==> src/rtl/decode_unit.sv <==
// Decode stage: 16x16 register file with two bypassed writeback ports,
// opcode-class decode, and a stallable/flushable output register.
module decode_unit (
  input  logic        clk,
  input  logic        reset,
  input  logic        stall,
  input  logic        is_branch_taken,
  input  logic [15:0] instr,
  input  logic [19:0] rdvalmem1,
  input  logic [19:0] rdvalmem2,
  output logic [3:0]  opcode,
  output logic [15:0] op1,
  output logic [15:0] op2,
  output logic [4:0]  imm,
  output logic        imm_flag,
  output logic [15:0] branch_target,
  output logic [15:0] instrout
);

  logic [15:0][15:0] rf_q, rf_d;

  logic [3:0]  opcode_q, opcode_d;
  logic [15:0] op1_q, op1_d;
  logic [15:0] op2_q, op2_d;
  logic [4:0]  imm_q, imm_d;
  logic        imm_flag_q, imm_flag_d;
  logic [15:0] branch_target_q, branch_target_d;
  logic [15:0] instrout_q, instrout_d;

  // Port 2 is applied last so it wins when both ports hit the same index.
  always_comb begin
    rf_d = rf_q;
    if (rdvalmem1[19:16] != 4'd0) rf_d[rdvalmem1[19:16]] = rdvalmem1[15:0];
    if (rdvalmem2[19:16] != 4'd0) rf_d[rdvalmem2[19:16]] = rdvalmem2[15:0];
  end

  function automatic logic [15:0] rd_reg(input logic [3:0] idx,
                                         input logic [15:0][15:0] rf,
                                         input logic [19:0] w1,
                                         input logic [19:0] w2);
    if (idx == 4'd0)        return 16'd0;
    if (w2[19:16] == idx)   return w2[15:0];
    if (w1[19:16] == idx)   return w1[15:0];
    return rf[idx];
  endfunction

  logic [3:0]  dec_opc;
  logic [15:0] rs1_val, rs2_val, rd_val;
  logic        is_nop, is_imm, is_br, is_jmp;

  always_comb begin
    dec_opc = instr[15:12];
    rs1_val = rd_reg(instr[7:4],  rf_q, rdvalmem1, rdvalmem2);
    rs2_val = rd_reg(instr[3:0],  rf_q, rdvalmem1, rdvalmem2);
    rd_val  = rd_reg(instr[11:8], rf_q, rdvalmem1, rdvalmem2);
    is_nop  = (dec_opc == 4'h0);
    is_imm  = (dec_opc[3:2] == 2'b10);
    is_jmp  = (dec_opc == 4'hF);
    is_br   = (dec_opc[3:2] == 2'b11) && !is_jmp;
  end

  always_comb begin
    opcode_d        = opcode_q;
    op1_d           = op1_q;
    op2_d           = op2_q;
    imm_d           = imm_q;
    imm_flag_d      = imm_flag_q;
    branch_target_d = branch_target_q;
    instrout_d      = instrout_q;
    if (is_branch_taken) begin
      opcode_d        = 4'd0;
      op1_d           = 16'd0;
      op2_d           = 16'd0;
      imm_d           = 5'd0;
      imm_flag_d      = 1'b0;
      branch_target_d = 16'd0;
      instrout_d      = 16'd0;
    end else if (!stall) begin
      instrout_d      = instr;
      opcode_d        = dec_opc;
      op1_d           = is_nop ? 16'd0 : rs1_val;
      op2_d           = 16'd0;
      imm_d           = 5'd0;
      imm_flag_d      = 1'b0;
      branch_target_d = 16'd0;
      if (is_imm) begin
        op2_d      = {{11{instr[4]}}, instr[4:0]};
        imm_d      = instr[4:0];
        imm_flag_d = 1'b1;
      end else if (!is_nop) begin
        op2_d = rs2_val;
      end
      if (is_br)  branch_target_d = rd_val;
      if (is_jmp) branch_target_d = {4'b0, instr[11:0]};
    end
  end

  always_ff @(posedge clk or posedge reset) begin
    if (reset) begin
      rf_q            <= '0;
      opcode_q        <= 4'd0;
      op1_q           <= 16'd0;
      op2_q           <= 16'd0;
      imm_q           <= 5'd0;
      imm_flag_q      <= 1'b0;
      branch_target_q <= 16'd0;
      instrout_q      <= 16'd0;
    end else begin
      rf_q            <= rf_d;
      opcode_q        <= opcode_d;
      op1_q           <= op1_d;
      op2_q           <= op2_d;
      imm_q           <= imm_d;
      imm_flag_q      <= imm_flag_d;
      branch_target_q <= branch_target_d;
      instrout_q      <= instrout_d;
    end
  end

  assign opcode        = opcode_q;
  assign op1           = op1_q;
  assign op2           = op2_q;
  assign imm           = imm_q;
  assign imm_flag      = imm_flag_q;
  assign branch_target = branch_target_q;
  assign instrout      = instrout_q;

endmodule

==> config.mk <==
export PLATFORM = sky130hd
export DESIGN_NAME = decode_unit
export DESIGN_NICKNAME = d
export VERILOG_FILES = /design/src/rtl/decode_unit.sv
export SDC_FILE = /design/constraint.sdc
export NUM_CORES = 1
export LEC_CHECK = 0
export ABC_CLOCK_PERIOD_IN_PS = 13440
export CORE_UTILIZATION = 24
export CTS_BUF_LIST = sky130_fd_sc_hd__clkbuf_2 sky130_fd_sc_hd__clkbuf_4 sky130_fd_sc_hd__clkbuf_8
export CTS_CLUSTER_SIZE = 12
export DETAILED_ROUTE_END_ITERATION = 6
export GPL_TIMING_DRIVEN = 0
export PLACE_DENSITY = 0.48
export SLEW_MARGIN = 20
export SYNTH_ARGS = -nofsm -noshare
export SYNTH_HDL_FRONTEND = slang
export SYNTH_SLANG_ARGS = --single-unit
==> constraint.sdc <==
create_clock -name clk -period 13.44 [get_ports clk]
set_input_delay 2.688 -clock clk [delete_from_list [all_inputs] [get_ports clk]]
set_output_delay 2.688 -clock clk [all_outputs]
set_load 0.02 [all_outputs]
==> metrics.cfg, run 1 <==
[clock_network]
post-cts-setup-buffers = 0
clock_path_buffers = 3
clk_latency_ns = 0.69
numCtsBuffers = 60
clock-sinks = 326
cts.repair.resized = 0
cts_root_buffer = clkbuf_8
clk_pin_slew_ns = 0.06
ctsHoldBuffers = 0
cts_tree = yes
cts-htree-levels = 2

[yosys]
synth.distinct_cells = 62
syn_area_per_cell_sq_um = 10.45
synth_most_common_cell = dfrtp_1
synth-simple-area-share_pct = 9.392
async_reset_ff_share_pct = 100.0
synth_edf_count = 0
yosysTopAreaCell = dfrtp_1
ys.flop_type = dfrtp_1
synth_adder_area_share_pct = 0
synth_compound_area_share_pct = 14.71
seq_area_frac_synth_pct = 37.52
synth_top_family_by_area = multiplexers
syn_nets = 2140
synthCells = 2080
synthMuxAreaShare_pct = 31.43
yosys-top-cells-count = 326 x dfrtp_1, 281 x mux2i_1, 201 x nand2_1
synth-seq-cells = 326
syn_area_sq_um = 21740
synth.area.top_cells = dfrtp_1 38%, mux4_2 18%, mux2i_1 13%, o21ai_0 3.8%, a21oi_1 3.7%
netlist.area_leader.share_pct = 37.52
synth_xor_area_share_pct = 1.001
yosys_warnings = 0

[timing]
slew_headroom_pct = 20.51
worst_pin_slew_ns = 1.192
setup_viol = 0
rsz0062_at_grt = false
period_needed_ns = 5.153
hold_viol = 0
skew_ns = 0.03505
finalCritPeriodShare_pct = 38.34
hold_slack_ns = 0.4830
fmax_mhz = 194.1
finalMaxSlewViolations = 0

[worst_setup_path]
cp_cell_sequence = clkdlybuf4s50_1, buf_4, xor2_1, nor4_4, nor2b_1, clkbuf_2, and3_1, o31ai_1
r2r_slack_ns = 11.20
worst_setup_path_start_kind = input pin
end_kind = flip-flop
max_stage_delay_ns = 0.85
worstPathArrival_ns = 5.72
slowest_stage = nor4_4
critPathTopFamily = simple AND/OR/NAND/NOR gates
worstReg2RegStart = rf_q[152]$_DFF_PP0_
rr_endpoint = branch_target[8]$_DFFE_PP0P_
crit_type = input pin to flip-flop
cp_max_fo = 10
worstPathRequired_ns = 14.00
crit_path_end = branch_target[7]$_DFFE_PP0P_
r2r_cells = 5
critical_path_cell_count = 8
crit_buf_inv = 3
timing.critical_path.from = rdvalmem1[19]

[pwr]
power_uw = 3410
ir_drop_mv = 0.09331
power.density_nw_per_um2 = 132.9
p_leak_uw = 0.009809

[job]
drv_cap = 0

[placement]
port_buffers = 102
hpwlAfterDp_um = 83680
gp_congestion = 0.9954
dp.cells = 3361

[grt]
antenna_found_initial = 1
grt_max_degree = 104
grt_pass1_wl_um = 144700
grt_overflow = 0
grt_usage_pct = 22.33
first_global_vias = 18970

[floorplan]
start_util_pct = 24.19
die_h_um = 303.0
fp-row-count = 110
fp.coreArea_sq_um = 89870
die_w_um = 303.0
num_io_pins = 134
dieArea_sq_um = 91800

[route]
wl_per_cell_um = 29.97
drt-vias-per-instance = 5.627
ant_nets = 0
drt-total-wl_um = 104000
via_count = 19530
drtIter0Drc = 2592
dr.pass1.iters = 6
drc = 0

[hold_path]
hold_path_class = flip-flop to flip-flop
hold_start = op1[14]$_DFFE_PP0P_

[layout]
final_nets = 2307
stdcell_count = 3471
drive_above_1_share_pct = 19.01
fin_util_pct = 28.54
syn_to_final_growth_pct = 17.98

[run_status]
status = finished clean

## per-layer routing
| layer | track usage (%) | part of all wire (%) | up-vias |
|---|---|---|---|
| met4 | 10.96 | 5.5 | 0 |
| met3 | 2.950 | 6.9 | 289 |
| met2 | 35.12 | 46 | 1175 |
| li1 | - | - | 8028 |
| met5 | 0 | 0 | - |
| met1 | 30.13 | 42 | 10040 |
## worst min-delay path by stage
| stage | end | slack, ns | cells after the start |
|---|---|---|---|
| after floorplan | rf_q[12]$_DFF_PP0_ | 0.46 | 1 |
| after global placement | op1[9]$_DFFE_PP0P_ | 0.46 | 1 |
| after detailed placement | op1[13]$_DFFE_PP0P_ | 0.47 | 1 |
| after CTS | op1[13]$_DFFE_PP0P_ | 0.49 | 1 |
| after global routing | op1[13]$_DFFE_PP0P_ | 0.51 | 1 |
| final | op1[14]$_DFFE_PP0P_ | 0.48 | 1 |
## kinds of logic after synthesis
logic type | Yosys count
simple gates | 477
buf+inv | 273
mux | 469
flops | 326
compound gates | 511
xor+xnor | 24
## registers in the layout, summed over array words and instances (netlist names)
| signal | cells |
|---|---|
| branch_target | 16 |
| imm | 5 |
| imm_flag | 1 |
| instrout | 13 |
| op1 | 16 |
| op2 | 16 |
| opcode | 3 |
| rf_q | 256 |
## stage by stage
step / area, sq um / setup TNS, ns / worst slack [ns]
2_1_floorplan: 21740 / 0 / 1.726
3_3_place_gp: 24230 / -885.58 / -2.817
3_5_place_dp: 24330 / 0 / 7.741
4_1_cts: 25650 / 0 / 8.446
5_1_grt: 25650 / 0 / 8.298
6_report: 25650 / 0 / 8.287
## final cells by class
type / count / area, sq um
inverter: 20 / 82.58
clock buffer: 89 / 1112
clock inverter: 19 / 207.7
buffer: 253 / 1220
tap: 1176 / 1471
fill: 9349 / 64220
multi-input combinational: 1481 / 12290
antenna: 2 / 5.005
timing repair buffer: 105 / 1104
sequential: 326 / 8158
## cell usage in the layout, fill, tap and decap left out, types with 52 or more instances in the layout
master           Yosys  final
a21oi_1            162    162
clkbuf_1           152    152
clkbuf_8             0     71
clkdlybuf4s50_1      0    102
dfrtp_1            326    326
mux2i_1            281    281
mux4_2             169    169
nand2_1            201    201
nor2_1             197    197
o21ai_0            165    165
o22ai_1             52     52
## power breakdown
part | switching, uW | internal (uW) | leakage (uW)
clock network | 468 | 607 | 0.000702
registers | 295 | 1150 | 0.00407
logic | 453 | 433 | 0.00504
total | 1220 | 2190 | 0.00981
No activity file was read; power rests on OpenSTA's default activity.
==> inputs of run 2 (changes only) <==
- ABC_CLOCK_PERIOD_IN_PS: 13440 -> 4800
- clock period: 13.44 -> 4.8 ns (I/O delays scaled with it)
==> run 2 against run 1 <==
Against the previous run:
- cell count is the same
- clock skew increased by 0.012 ns
- hold slack worse by 0.0028 ns
- sequential share of layout area about the same
- sequential cell count did not move
- combinational power grew to 2.8 times the previous value
- critical path depth unchanged
- largest cell class unchanged
- highest routed layer unchanged
==> metrics.cfg, run 2 (synthesis results as in run 1) <==
[run_status]
status = finished clean

[clock_network]
ctsHoldBuffers = 0
clock_path_buffers = 3
cts-htree-levels = 2
cts_root_buffer = clkbuf_8
clock-sinks = 326
post-cts-setup-buffers = 0
numCtsBuffers = 57
clk_pin_slew_ns = 0.06
cts.repair.resized = 0
clk_latency_ns = 0.70
cts_tree = yes

[timing]
finalMaxSlewViolations = 0
skew_ns = 0.04743
hold_viol = 0
period_needed_ns = 3.464
setup_viol = 0
hold_slack_ns = 0.4802
fmax_mhz = 288.7
worst_pin_slew_ns = 1.171
rsz0062_at_grt = false
finalCritPeriodShare_pct = 72.16
slew_headroom_pct = 21.94
layout_setup_ws_ns = 1.336

[worst_setup_path]
cp_max_fo = 10
worstPathRequired_ns = 5.36
worst_setup_path_start_kind = input pin
r2r_cells = 5
timing.critical_path.from = rdvalmem1[19]
worstPathArrival_ns = 4.03
crit_type = input pin to flip-flop
worstReg2RegStart = rf_q[248]$_DFF_PP0_
rr_endpoint = branch_target[8]$_DFFE_PP0P_
end_kind = flip-flop
r2r_slack_ns = 2.66

[placement]
pre_cts_ws_ns = 0.8277
gp_congestion = 1.002
hpwlAfterDp_um = 80940
dp.cells = 3369
port_buffers = 102
placed_area_sq_um = 24470

[layout]
layout_common_cells = 326 x dfrtp_1, 281 x mux2i_1, 201 x nand2_1, 197 x nor2_1, 169 x mux4_2
final_nets = 2312
syn_to_final_growth_pct = 18.08
fin_util_pct = 28.57
final_common_cell = dfrtp_1
stdcell_count = 3471
fin_area_sq_um = 25670
largest_reg_flops = 256
drive_above_1_share_pct = 19.01
largest-register = rf_q

[grt]
antenna_found_initial = 1
grt_overflow = 0
first_global_vias = 18910
use_met1_pct = 29.04
grt_pass1_wl_um = 139700
grt_max_degree = 34
gr-usage-met2_pct = 33.30
grt_usage_pct = 21.33
met3_usage_pct = 3.065
top_usage_layer = met2

[hold_path]
hold_path_class = flip-flop to flip-flop
hold_start = op1[11]$_DFFE_PP0P_
min_to = op1[11]$_DFFE_PP0P_
min_path_cells = 1

[route]
drc = 0
via_count = 19570
drt-total-wl_um = 99780
wl_per_cell_um = 28.75
ant_nets = 0
drtIter0Drc = 2886
drt-vias-per-instance = 5.637
dr.pass1.iters = 6

[floorplan]
dieArea_sq_um = 91800
num_io_pins = 134
die_h_um = 303.0
fp.coreArea_sq_um = 89870
start_util_pct = 24.19
die_w_um = 303.0
fp-row-count = 110

[pwr]
power.density_nw_per_um2 = 360.2
ir_drop_mv = 0.1943
p_leak_uw = 0.009808

[job]
drv_cap = 0

-- run 2: worst max path at each step --
stage	to	slack, ns
final	branch_target[2]$_DFFE_PP0P_	1.34
after global placement	rf_q[126]$_DFF_PP0_	-3.10
after floorplan	branch_target[0]$_DFFE_PP0P_	-0.51
after global routing	op2[9]$_DFFE_PP0P_	1.35
after CTS	branch_target[2]$_DFFE_PP0P_	1.53
after detailed placement	op2[3]$_DFFE_PP0P_	0.83
-- run 2: final cells by class --
type | instances | area, sq um
Clock inverter | 5 | 30.03
Buffer | 253 | 1220
Clock buffer | 95 | 1164
Multi-Input combinational cell | 1481 | 12290
Inverter | 20 | 78.83
Tap cell | 1176 | 1471
Fill cell | 9359 | 64200
Antenna cell | 2 | 5.005
Timing Repair Buffer | 113 | 1256
Sequential cell | 326 | 8158
-- run 2: power by group --
group	leakage, uW	switching [uW]	internal (uW)
sequential	0.00407	788	3230
clock	0.000636	1230	1510
combinational	0.00510	1260	1230
total	0.00981	3280	5970
-- run 2: per-stage QoR --
| stage | TNS [ns] | total power (uW) |
|---|---|---|
| floorplan | -166.50 | 5347 |
| global placement | -982.96 | 6399 |
| detailed placement | 0 | 6479 |
| CTS | 0 | 9237 |
| global route | 0 | 9590 |
| finish | 0 | 9248 |
-- run 2: metal layers --
layer  wire (um)  share of wire [%]
met4        5076                5.1
met1       41470                 42
met5           0                  0
met2       45250                 45
met3        7979                8.0
-- run 2: worst max-delay path, cell delays in order --
cell and delay, ns:
clkdlybuf4s50_1 0.57, buf_4 0.31, xor2_1 0.14, nor4_4 0.88, nor2b_1 0.30, clkbuf_2 0.32, and3_1 0.25, o31ai_1 0.27
